### config.mk
export PLATFORM = sky130hd
export DESIGN_NAME = pong_game_sequencer
export DESIGN_NICKNAME = d
export VERILOG_FILES = /design/src/rtl/pong_game_sequencer.sv
export SDC_FILE = /design/constraint.sdc
export NUM_CORES = 1
export LEC_CHECK = 0
export BUFFER_PORTS_ARGS = -buffer_cell sky130_fd_sc_hd__buf_2
export CAP_MARGIN = 20
export CORE_MARGIN = 5
export CORE_UTILIZATION = 50
export CTS_CLUSTER_SIZE = 8
export DETAILED_ROUTE_END_ITERATION = 8
export PLACE_DENSITY = 0.72
export RECOVER_POWER = 100
export SLEW_MARGIN = 10
export SYNTH_ARGS = -nofsm -noshare
export SYNTH_HDL_FRONTEND = slang
export SYNTH_SLANG_ARGS = --single-unit
### constraint.sdc
create_clock -name i_clk -period 4.85 [get_ports i_clk]
set_input_delay 0.2425 -clock i_clk [delete_from_list [all_inputs] [get_ports i_clk]]
set_output_delay 0.2425 -clock i_clk [all_outputs]
set_load 0.02 [all_outputs]
### src/rtl/pong_game_sequencer.sv
// Match-level controller for Pong: holds/serves/runs the ball, keeps both
// scores, alternates serve direction and paces delays in video frames.
// Every output is a flop loaded from the next-state logic, so all o_* move
// together on the edge that samples the triggering input.
// o_state exposes the FSM encoding for debug LEDs and checkers.
module pong_game_sequencer #(
  parameter int SERVE_FRAMES = 60,
  parameter int POINT_FRAMES = 90,
  parameter int WIN_SCORE    = 9,
  parameter int SCORE_W      = 4
) (
  input  logic               i_clk,
  input  logic               i_reset,
  input  logic               i_frame_tick,
  input  logic               i_start,
  input  logic               i_miss1,
  input  logic               i_miss2,
  output logic               o_ball_run,
  output logic               o_ball_center,
  output logic               o_serve_dir,
  output logic [SCORE_W-1:0] o_score1,
  output logic [SCORE_W-1:0] o_score2,
  output logic               o_game_over,
  output logic               o_winner,
  output logic [2:0]         o_state
);

  typedef enum logic [2:0] {
    S_IDLE  = 3'd0,
    S_SERVE = 3'd1,
    S_PLAY  = 3'd2,
    S_POINT = 3'd3,
    S_OVER  = 3'd4
  } state_t;

  localparam int MAX_FRAMES = (SERVE_FRAMES > POINT_FRAMES) ? SERVE_FRAMES : POINT_FRAMES;
  localparam int CNT_W      = $clog2(MAX_FRAMES + 1);
  localparam logic [CNT_W-1:0]   SERVE_LAST = CNT_W'(SERVE_FRAMES - 1);
  localparam logic [CNT_W-1:0]   POINT_LAST = CNT_W'(POINT_FRAMES - 1);
  localparam logic [SCORE_W-1:0] WIN        = SCORE_W'(WIN_SCORE);

  state_t             r_state;
  logic [CNT_W-1:0]   r_count;
  logic               r_start_prev;
  logic               r_ball_run;
  logic               r_ball_center;
  logic               r_serve_dir;
  logic [SCORE_W-1:0] r_score1;
  logic [SCORE_W-1:0] r_score2;
  logic               r_game_over;
  logic               r_winner;

  state_t             w_next_state;
  logic [CNT_W-1:0]   w_next_count;
  logic               w_next_dir;
  logic [SCORE_W-1:0] w_next_score1;
  logic [SCORE_W-1:0] w_next_score2;
  logic               w_start_edge;

  // Previous-start register resets high so a button held through reset is not an edge.
  assign w_start_edge = i_start & ~r_start_prev;

  // Next-state, score, serve-direction and frame-count logic.
  always_comb begin
    w_next_state  = r_state;
    w_next_count  = r_count;
    w_next_dir    = r_serve_dir;
    w_next_score1 = r_score1;
    w_next_score2 = r_score2;
    case (r_state)
      S_IDLE, S_OVER: begin
        if (w_start_edge) begin
          w_next_score1 = '0;
          w_next_score2 = '0;
          w_next_dir    = 1'b1;
          w_next_state  = S_SERVE;
        end
      end
      S_SERVE: begin
        if (i_frame_tick) begin
          if (r_count == SERVE_LAST) w_next_state = S_PLAY;
          else                       w_next_count = r_count + CNT_W'(1);
        end
      end
      S_PLAY: begin
        // A miss always wins over a tick; ticks are not counted in PLAY anyway.
        if (i_miss1 && i_miss2) begin
          w_next_dir   = ~r_serve_dir;
          w_next_state = S_POINT;
        end else if (i_miss1) begin
          if (r_score2 < WIN) w_next_score2 = r_score2 + SCORE_W'(1);
          w_next_dir   = 1'b0;
          w_next_state = S_POINT;
        end else if (i_miss2) begin
          if (r_score1 < WIN) w_next_score1 = r_score1 + SCORE_W'(1);
          w_next_dir   = 1'b1;
          w_next_state = S_POINT;
        end
      end
      S_POINT: begin
        if (i_frame_tick) begin
          if (r_count == POINT_LAST) begin
            if (r_score1 == WIN || r_score2 == WIN) w_next_state = S_OVER;
            else                                    w_next_state = S_SERVE;
          end else begin
            w_next_count = r_count + CNT_W'(1);
          end
        end
      end
      default: w_next_state = S_IDLE;
    endcase
    // Any transition discards the in-flight frame count, so an entry-edge tick never counts.
    if (w_next_state != r_state) w_next_count = '0;
  end

  // State, counters and registered outputs; reset has priority over start edges.
  always_ff @(posedge i_clk) begin
    if (i_reset) begin
      r_state       <= S_IDLE;
      r_count       <= '0;
      r_start_prev  <= 1'b1;
      r_ball_run    <= 1'b0;
      r_ball_center <= 1'b1;
      r_serve_dir   <= 1'b0;
      r_score1      <= '0;
      r_score2      <= '0;
      r_game_over   <= 1'b0;
      r_winner      <= 1'b0;
    end else begin
      r_state       <= w_next_state;
      r_count       <= w_next_count;
      r_start_prev  <= i_start;
      r_ball_run    <= (w_next_state == S_PLAY);
      r_ball_center <= (w_next_state != S_PLAY) && (w_next_state != S_POINT);
      r_serve_dir   <= w_next_dir;
      r_score1      <= w_next_score1;
      r_score2      <= w_next_score2;
      r_game_over   <= (w_next_state == S_OVER);
      r_winner      <= (w_next_state == S_OVER) && (w_next_score2 == WIN);
    end
  end

  assign o_ball_run    = r_ball_run;
  assign o_ball_center = r_ball_center;
  assign o_serve_dir   = r_serve_dir;
  assign o_score1      = r_score1;
  assign o_score2      = r_score2;
  assign o_game_over   = r_game_over;
  assign o_winner      = r_winner;
  assign o_state       = r_state;

endmodule

== Yosys cells after proc, flatten, opt, wreduce, memory -nomap -nowiden ==
Index checks and enable logic that the tools add are counted.
Storage, ports and cells
  output and inout bits: 16
  word-level logic and storage cells: 85
  register bits: 24
  input port bits: 6
Operators by class
  reduce and logical (&&, ||, !) cells: 12
  bitwise operators: 3
  $lt $le $gt $ge: 2
  equal/unequal tests: 24
  add/sub/neg operators: 3
  mux-type cells: 31
Operators by type and width (number)
  $mux 4: 9
  $mux 7: 4
  $mux 3: 9
  $ne 2x2->1 const B: 9
  $pmux 4 s2: 2
  $pmux 7 s2: 1
  $eq 4x4->1 const B: 3
  $pmux 3 s4: 1
  $eq 3x2->1 const B: 3
  $add 4x1->4 const B: 2
  $lt 4x4->1 const B: 2
  $add 7x1->7 const B: 1
  $eq 7x6->1 const B: 1
  $eq 7x7->1 const B: 1
  $eq 3x3->1 const B: 2
  $ne 3x2->1 const B: 2
  $reduce_and 6->1: 1
  $reduce_and 5->1: 1
  $mux 1: 4
  $ne 4x4->1 const B: 1
  $reduce_bool 2->1: 2
  $reduce_or 2->1: 2
  $eq 3x1->1 const B: 1
  $logic_and 1x1->1: 3
  7 further kinds: 8

== Logic depth before layout (Yosys ltp) ==
Gate-level depths: netlist (run 1).
  depth in word-level cells: 8
  gate-level depth with buffers: 7
  depth with buffers taken out: 7

== Worst setup path after synthesis (run 1) ==
No wires, ideal clock.
  kind: register to register
  from: reg r_state[1] (netlist: o_state[1])
  to: reg r_winner (netlist: o_winner)
  library setup time: 0.087 ns
  clock period less this slack: 1.834 ns
  buffers on the path: 1
  data arrival time: 1.747 ns
  stages on the path, launching flop included: 7
  slack: 3.016 ns
  data required time: 4.763 ns
  cells stage by stage: dfxtp_1 > buf_2 > nor4b_2 > o211a_2 > mux2i_1 > a32oi_1 > nor4b_2
On the way
  longest elaborated chain between the ends: 6
  elaborated cells between the ends (all ways): 19
  classes of those cells: eq/ne (6); mux (10); reduce/logical (3)
RTL lines
  start: declaration: line 42  | state_t r_state;
  start signal: assignment: line 130  | r_state <= w_next_state;
  $mux 3: line 94  | end else if (i_miss2) begin
  $mux 3: line 90  | end else if (i_miss1) begin
  $mux 3: line 87  | if (i_miss1 && i_miss2) begin
  $pmux 3 s4: line 70  | case (r_state)
  $eq 3x3->1: line 139  | r_winner <= (w_next_state == S_OVER) && (w_next_score2 == WIN);
  $logic_and 1x1->1 *: line 139
  end signal: assignment: line 139
  end: declaration: line 51  | logic r_winner;
Mark *: on every way between the ends. The rest lies on a longest branch, timed or not.
A chain may end at the register's enable or synchronous reset.

== Worst setup path after layout (run 1) ==
  from: reg r_count[0]
  to: reg r_count[0]
On the way
  longest elaborated chain between the ends: 6
  elaborated cells between the ends (all ways): 18
  classes of those cells: add/sub (1); eq/ne (5); mux (10); reduce/logical (2)
RTL lines
  start: declaration: line 43  | logic [CNT_W-1:0] r_count;
  start signal: assignment: line 131  | r_count <= w_next_count;
  $eq 7x7->1 / $eq 7x6->1 (equally long branches): line 102, 81
  $mux 3, on equally long branches: line 102, 81
  $mux 3, on equally long branches: line 101, 80
  $pmux 3 s4: line 70
  $ne 3x3->1: line 113  | if (w_next_state != r_state) w_next_count = '0;
  $reduce_or 2->1 (no line)
Parallel ways exist; a longest one is shown, timed or not. The select of a mux whose other input is x is not followed.

==> out/results.txt, run 1 <==
sequential standard cell area -> 480.5 um2
clock network latency to the later pin of the worst-skew pair -> 0.31 ns
worst-case headroom to the max-slew limit -> 41.72%
Syn Std Cell Area -> 0.001360 mm2
number of buffers inserted by post-CTS setup repair -> 0
combinational cell fraction of total power -> 6.3%
top-area cell type share of the netlist area -> 35.33%
average size of a mapped cell -> 9.190 um2
number of instances in the synthesized netlist -> 148
first-pass GRT wire length -> 5.030 mm
kind of cell adding the most delay to the critical path -> simple AND/OR/NAND/NOR gates
total internal power -> 0.2519 mW
number of hold violations in the final report -> 0
count of inserted antenna diode cells -> 0
type of the worst setup path -> reg -> reg
count of vias placed by the detailed router -> 1181
cell area after placement -> 0.001485 mm2
area of all placed cells without fillers -> 0.001441 mm2
maximum level of the CTS H-tree -> 1
Core ar. -> 0.002686 mm2
sequential power share -> 61.8%
Net Sw Frac -> 22.66%
number of fillers in the final layout -> 270
number of nets produced by synthesis -> 162
fraction of the yosys area taken by sequential cells -> 35.33%
actual transition at the worst max-transition pin -> 0.8676 ns
RSZ-0062 raised after global routing -> false
parity-gate share of the synthesized area counting xor and xnor cells -> 3.864%
Initial Util -> 50.63%
fin nets -> 184
share of post-route cells with drive strength above 1 -> 10.65%
status -> completed
clock period minus worst slack -> 2.450 ns
Placed Cells -> 196
Pre-antenna DRT Iters -> 4
share of synthesized flip-flops with an asynchronous set or reset -> 0%
post-route fraction of the period consumed by the critical path -> 50.52%
Sw Pwr -> 0.07380 mW
biggest cell delay along the critical path -> 0.56 ns
cell taking the most area after synthesis -> sky130_fd_sc_hd__dfxtp_1
endpoint required time on the critical path -> 5.04 ns
vias per std cell -> 5.905
mux cell area share after synthesis -> 3.312%
Detail Placement HPWL -> 2.169 mm
GRT Resource Usage Total -> 15.46%
Setup Skew -> 0.002677 ns
CTS clk-pin slew, worst paths -> 0.13 ns
ranking of synthesized cells by instance count -> 24 x sky130_fd_sc_hd__dfxtp_1, 14 x sky130_fd_sc_hd__nor3_1, 13 x sky130_fd_sc_hd__nor2_1, 10 x sky130_fd_sc_hd__nand2_1, 9 x sky130_fd_sc_hd__inv_1
peak clock frequency supported by timing -> 408.1 MHz
number of placed I/O pins -> 22
vertical die dimension -> 62.16 um
final estimated routing congestion in global placement -> 0.8643
Detailed Route WL -> 2.857 mm
simple-gate area share of the yosys netlist -> 32.47%
worst vdd ir -> 163.9 uV
TritonCTS clock tree -> built
Synth Area in Compound Gates -> 13.80%
area of the multi-input gates -> 768.2 um2
synth unique cells -> 45
Crit path arrival time -> 2.64 ns
leading cell types by total area after synthesis -> sky130_fd_sc_hd__dfxtp_1 35%, sky130_fd_sc_hd__ha_1 7.4%, sky130_fd_sc_hd__nor3_1 5.2%
type of the tightest min-delay check -> in -> reg
TritonCTS buffer count -> 3
type of destination of the critical path -> register
maximum clock path buffer count -> 2
sum of buffers and inverters on the critical path -> 0
PwrDens -> 226.0 mW/mm2
antenna violations before repair -> 0
Max-cap violations -> 0
biggest fanout along the worst timing path -> 7
die area -> 0.003863 mm2
final hold slack -> 0.1449 ns
number of endpoints failing setup at the final stage -> 0
Clk network pwr share -> 31.9%
number of pins with negative max-slew slack in the final report -> 0
maximum number of pins on one net before global-route repair -> 17
final standard cell count with taps included and fillers excluded -> 200
quantity of hold-fixing buffers added after cts -> 0
cell-by-cell trace of the critical path -> ha_1 > nand4_1 > nor4_1 > o21ai_0 > a21oi_1 > nor3_1
Yosys warnings -> 0
EDFF count, synth -> 0
Clock Sinks -> 24
number of nets with antenna violations after detailed routing -> 0
most common cell in the netlist -> sky130_fd_sc_hd__dfxtp_1
register bit count reported by yosys -> 24
crit path launch type -> register
post-cts resize count -> 0
Placement Rows -> 19
vias in the first global route -> 1083
Synth Flop Type -> sky130_fd_sc_hd__dfxtp_1
R2R Setup Slk -> 2.40 ns
signed area change from the synthesized netlist to the final layout -> 5.980%
Congestion Overflow GR -> 0
floorplan die width -> 62.16 um
sum of negative setup slack -> 0 ns
Static Leak -> 0.5075 nW
largest family of logic cells by synthesized area -> simple AND/OR/NAND/NOR gates
DRT iter0 DRCs -> 43
post-DR wirelength/cell -> 14.29 um
buffer cell driving the clock tree root -> sky130_fd_sc_hd__clkbuf_4
DRC errors left -> 0
crit path max-delay cell type -> sky130_fd_sc_hd__nor4_1
adder-cell share of the synthesized area -> 7.360%
count of input and output buffers -> 21
## state kept, by name, summed over array words and instances (netlist names)
name,flops
o_ball_center,1
o_ball_run,1
o_game_over,1
o_score1,4
o_score2,4
o_serve_dir,1
o_state,3
o_winner,1
r_count,7
r_start_prev,1
## power by group through the flow
stage	logic [mW]	registers, mW	clock network [mW]
6_report	0.0206	0.201	0.104
5_1_grt	0.0230	0.202	0.119
4_1_cts	0.0224	0.201	0.107
3_5_place_dp	0.0222	0.206	0
3_3_place_gp	0.0220	0.206	0
2_1_floorplan	0.0141	0.205	0
## metrics by stage
stage / setup WS, ns / utilization (%) / total power [mW]
finish: 2.400 / 53.66 / 0.3257
global route: 2.067 / 53.66 / 0.3441
CTS: 2.877 / 56.64 / 0.3312
detailed placement: 2.909 / 55.29 / 0.2279
global placement: 2.917 / 55.29 / 0.2276
floorplan: 3.016 / - / 0.2196
## cell usage in the layout (no fill, tap or decap), drive strengths merged, types with 2 or more instances in the layout
master	n
dfxtp	24
xor2	4
clkbuf	21
mux2i	3
o211a	2
nand4	4
nand3	2
ha	8
buf	4
nand2	10
nor3	17
xnor2	2
nor2b	3
a32oi	4
a21oi	9
or3	2
nor4b	3
inv	9
nor2	13
nand2b	5
## logic make-up after synthesis
logic type / after synthesis
AOI/OAI and AO/OA: 23
adders and majority gates: 8
and+or+nand+nor: 70
xor gates and xnor gates: 6
muxes: 4
buffers and inverters: 13
DFF: 24
## layout make-up
type / instances / area share (%)
Clock buffer: 4 / 2.517
Sequential cell: 24 / 33.33
Multi-Input combinational cell: 111 / 53.30
Tap cell: 31 / 2.691
Inverter: 9 / 2.344
Timing Repair Buffer: 21 / 5.816
## final timing paths
| path | from | to | depth (start not counted) |
|---|---|---|---|
| max | r_count[0] | r_count[0] | 6 |
| max reg2reg | r_count[0] | r_count[0] | 6 |
| min | i_start | r_start_prev | 2 |
| min reg2reg | o_serve_dir | o_serve_dir | 2 |
## worst register-to-register path, delay by kind of cell (launching register included)
family	cells	cell delay, ns
and+or+nand+nor	3	0.84
AOI/OAI and AO/OA	2	0.83
DFF	1	0.44
adders and majority gates	1	0.22
## layer usage
metal  part of all wire [%]  vias up  wire, um  GRT usage [%]
li1                       -      576         -              -
met1                     43      575      1222          18.83
met2                     51       25      1468          26.17
met3                    4.4        5       126          3.063
met4                    1.4        0        39          6.504
met5                      0        -         0              0
No activity file was read; power rests on OpenSTA's default activity.
==> inputs of run 2 (changes only) <==
- PLACE_DENSITY: 0.72 -> 0.75
- clock period: 4.85 -> 2.2 ns (I/O delays scaled with it)
==> run 2 against run 1 <==
Effect of this change: fmax up 23%; register-to-register slack worse by 2.2 ns; sequential share of layout area down 1.3 points; largest power group unchanged; highest routed layer unchanged.
==> out/results.txt, run 2 (synthesis gave the netlist of run 1 again) <==
status -> completed
vias in the first global route -> 1234
number of endpoints failing setup at the final stage -> 0
flip-flop count of the largest register after layout -> 7
capture point of the worst reg-to-reg path -> o_ball_run
final standard cell count with taps included and fillers excluded -> 203
type of the worst setup path -> reg -> reg
Static Leak -> 0.5310 nW
DRT iter0 DRCs -> 63
sum of negative setup slack -> 0 ns
die area -> 0.003863 mm2
top library cells by usage in the layout, fill and taps aside -> 24 x sky130_fd_sc_hd__dfxtp_1, 17 x sky130_fd_sc_hd__clkbuf_1, 15 x sky130_fd_sc_hd__nor3_1
total chip power -> 0.6924 mW
RSZ-0062 raised after global routing -> false
Reg-to-Reg Start -> r_count[0]
biggest fanout along the worst timing path -> 5
endpoint required time on the critical path -> 2.45 ns
sequential standard cell area -> 480.5 um2
first-pass GRT wire length -> 5.244 mm
post-DR wirelength/cell -> 14.84 um
number of nets with antenna violations after detailed routing -> 0
final hold slack -> 0.1447 ns
Detailed Route WL -> 3.013 mm
maximum level of the CTS H-tree -> 1
worst min-delay path startpoint -> i_reset
hold depth -> 2
Placed Cells -> 199
post-route fraction of the period consumed by the critical path -> 90.84%
Setup Skew -> 0.005760 ns
largest register by flop count -> r_count
Core ar. -> 0.002686 mm2
final estimated routing congestion in global placement -> 0.9577
type of destination of the critical path -> register
floorplan die width -> 62.16 um
TritonCTS buffer count -> 3
post-cts resize count -> 0
Pre-antenna DRT Iters -> 4
area of the multi-input gates -> 810.8 um2
vertical die dimension -> 62.16 um
vias per std cell -> 5.862
Clock Sinks -> 24
clock network latency to the later pin of the worst-skew pair -> 0.32 ns
antenna violations before repair -> 0
clock period minus worst slack -> 1.998 ns
Detail Placement HPWL -> 2.299 mm
actual transition at the worst max-transition pin -> 0.6142 ns
TritonCTS clock tree -> built
count of vias placed by the detailed router -> 1190
Initial Util -> 50.63%
count of input and output buffers -> 21
signed area change from the synthesized netlist to the final layout -> 10.30%
logic depth of the worst register-to-register path -> 6
crit path launch type -> register
share of post-route cells with drive strength above 1 -> 16.28%
Crit path arrival time -> 2.25 ns
peak clock frequency supported by timing -> 500.4 MHz
GRT Resource Usage Total -> 16.01%
most common cell after layout, fill and taps aside -> sky130_fd_sc_hd__dfxtp_1
fin nets -> 188
worst-case headroom to the max-slew limit -> 58.83%
number of pins with negative max-slew slack in the final report -> 0
count of inserted antenna diode cells -> 0
worst vdd ir -> 313.1 uV
CTS clk-pin slew, worst paths -> 0.13 ns
number of fillers in the final layout -> 261
hold-critical path endpoint -> o_score1[1]
type of the tightest min-delay check -> in -> reg
number of hold violations in the final report -> 0
Congestion Overflow GR -> 0
number of placed I/O pins -> 22
buffer cell driving the clock tree root -> sky130_fd_sc_hd__clkbuf_4
Placement Rows -> 19
number of buffers inserted by post-CTS setup repair -> 0
PwrDens -> 461.5 mW/mm2
R2R Setup Slk -> 0.20 ns
DRC errors left -> 0
maximum number of pins on one net before global-route repair -> 17
maximum clock path buffer count -> 2
Max-cap violations -> 0
-- run 2: power breakdown --
| part | leakage (nW) | total [mW] | switching, mW | internal [mW] |
|---|---|---|---|---|
| Sequential | 0.194 | 0.443 | 0.00475 | 0.438 |
| Clock | 0.0138 | 0.197 | 0.132 | 0.0644 |
| Combinational | 0.323 | 0.0526 | 0.0327 | 0.0199 |
-- run 2: critical path, cell delays in order, from the launching register on --
cell	delay, ns
sky130_fd_sc_hd__dfxtp_1	0.42
sky130_fd_sc_hd__ha_1	0.17
sky130_fd_sc_hd__nor4bb_1	0.37
sky130_fd_sc_hd__and3_1	0.33
sky130_fd_sc_hd__o21ai_2	0.10
sky130_fd_sc_hd__a221oi_2	0.32
sky130_fd_sc_hd__nor4b_2	0.22
-- run 2: metrics by stage --
stage                     utilization [%]  instance area [um2]  worst slack [ns]
after CTS                           57.34                 1540            0.2453
final                               55.85                 1500            0.2016
after floorplan                         -                 1360            0.3658
after detailed placement            56.12                 1508            0.2805
after global routing                55.85                 1500           0.06925
after global placement              56.12                 1508            0.3986
-- run 2: worst max-delay path by stage --
stage	startpoint	endpoint	slack [ns]
2_1_floorplan	o_state[1]	o_winner	0.37
3_3_place_gp	r_count[0]	r_count[5]	0.40
3_5_place_dp	r_count[0]	r_count[0]	0.28
4_1_cts	r_count[0]	o_ball_run	0.25
5_1_grt	r_count[0]	o_ball_run	0.07
6_report	r_count[0]	o_ball_run	0.20
-- run 2: per-layer routing --
layer / up-vias / track usage, % / wire [um]
li1: 585 / - / -
met1: 579 / 16.89 / 1229
met2: 24 / 30.05 / 1656
met3: 2 / 3.964 / 103
met4: 0 / 5.691 / 24
met5: - / 0 / 0
-- run 2: area by class of cell --
class                           count  area share, %
Tap cell                           31          2.585
Sequential cell                    24          32.03
Inverter                            9          2.252
Clock buffer                        3          1.501
Multi-Input combinational cell    111          54.05
Timing Repair Buffer               25          7.590
-- run 2: timing repair --
action,in CTS,in global routing
hold buffers,1,0
endpoints found under the hold margin,1,0
endpoints found under the setup margin,0,0
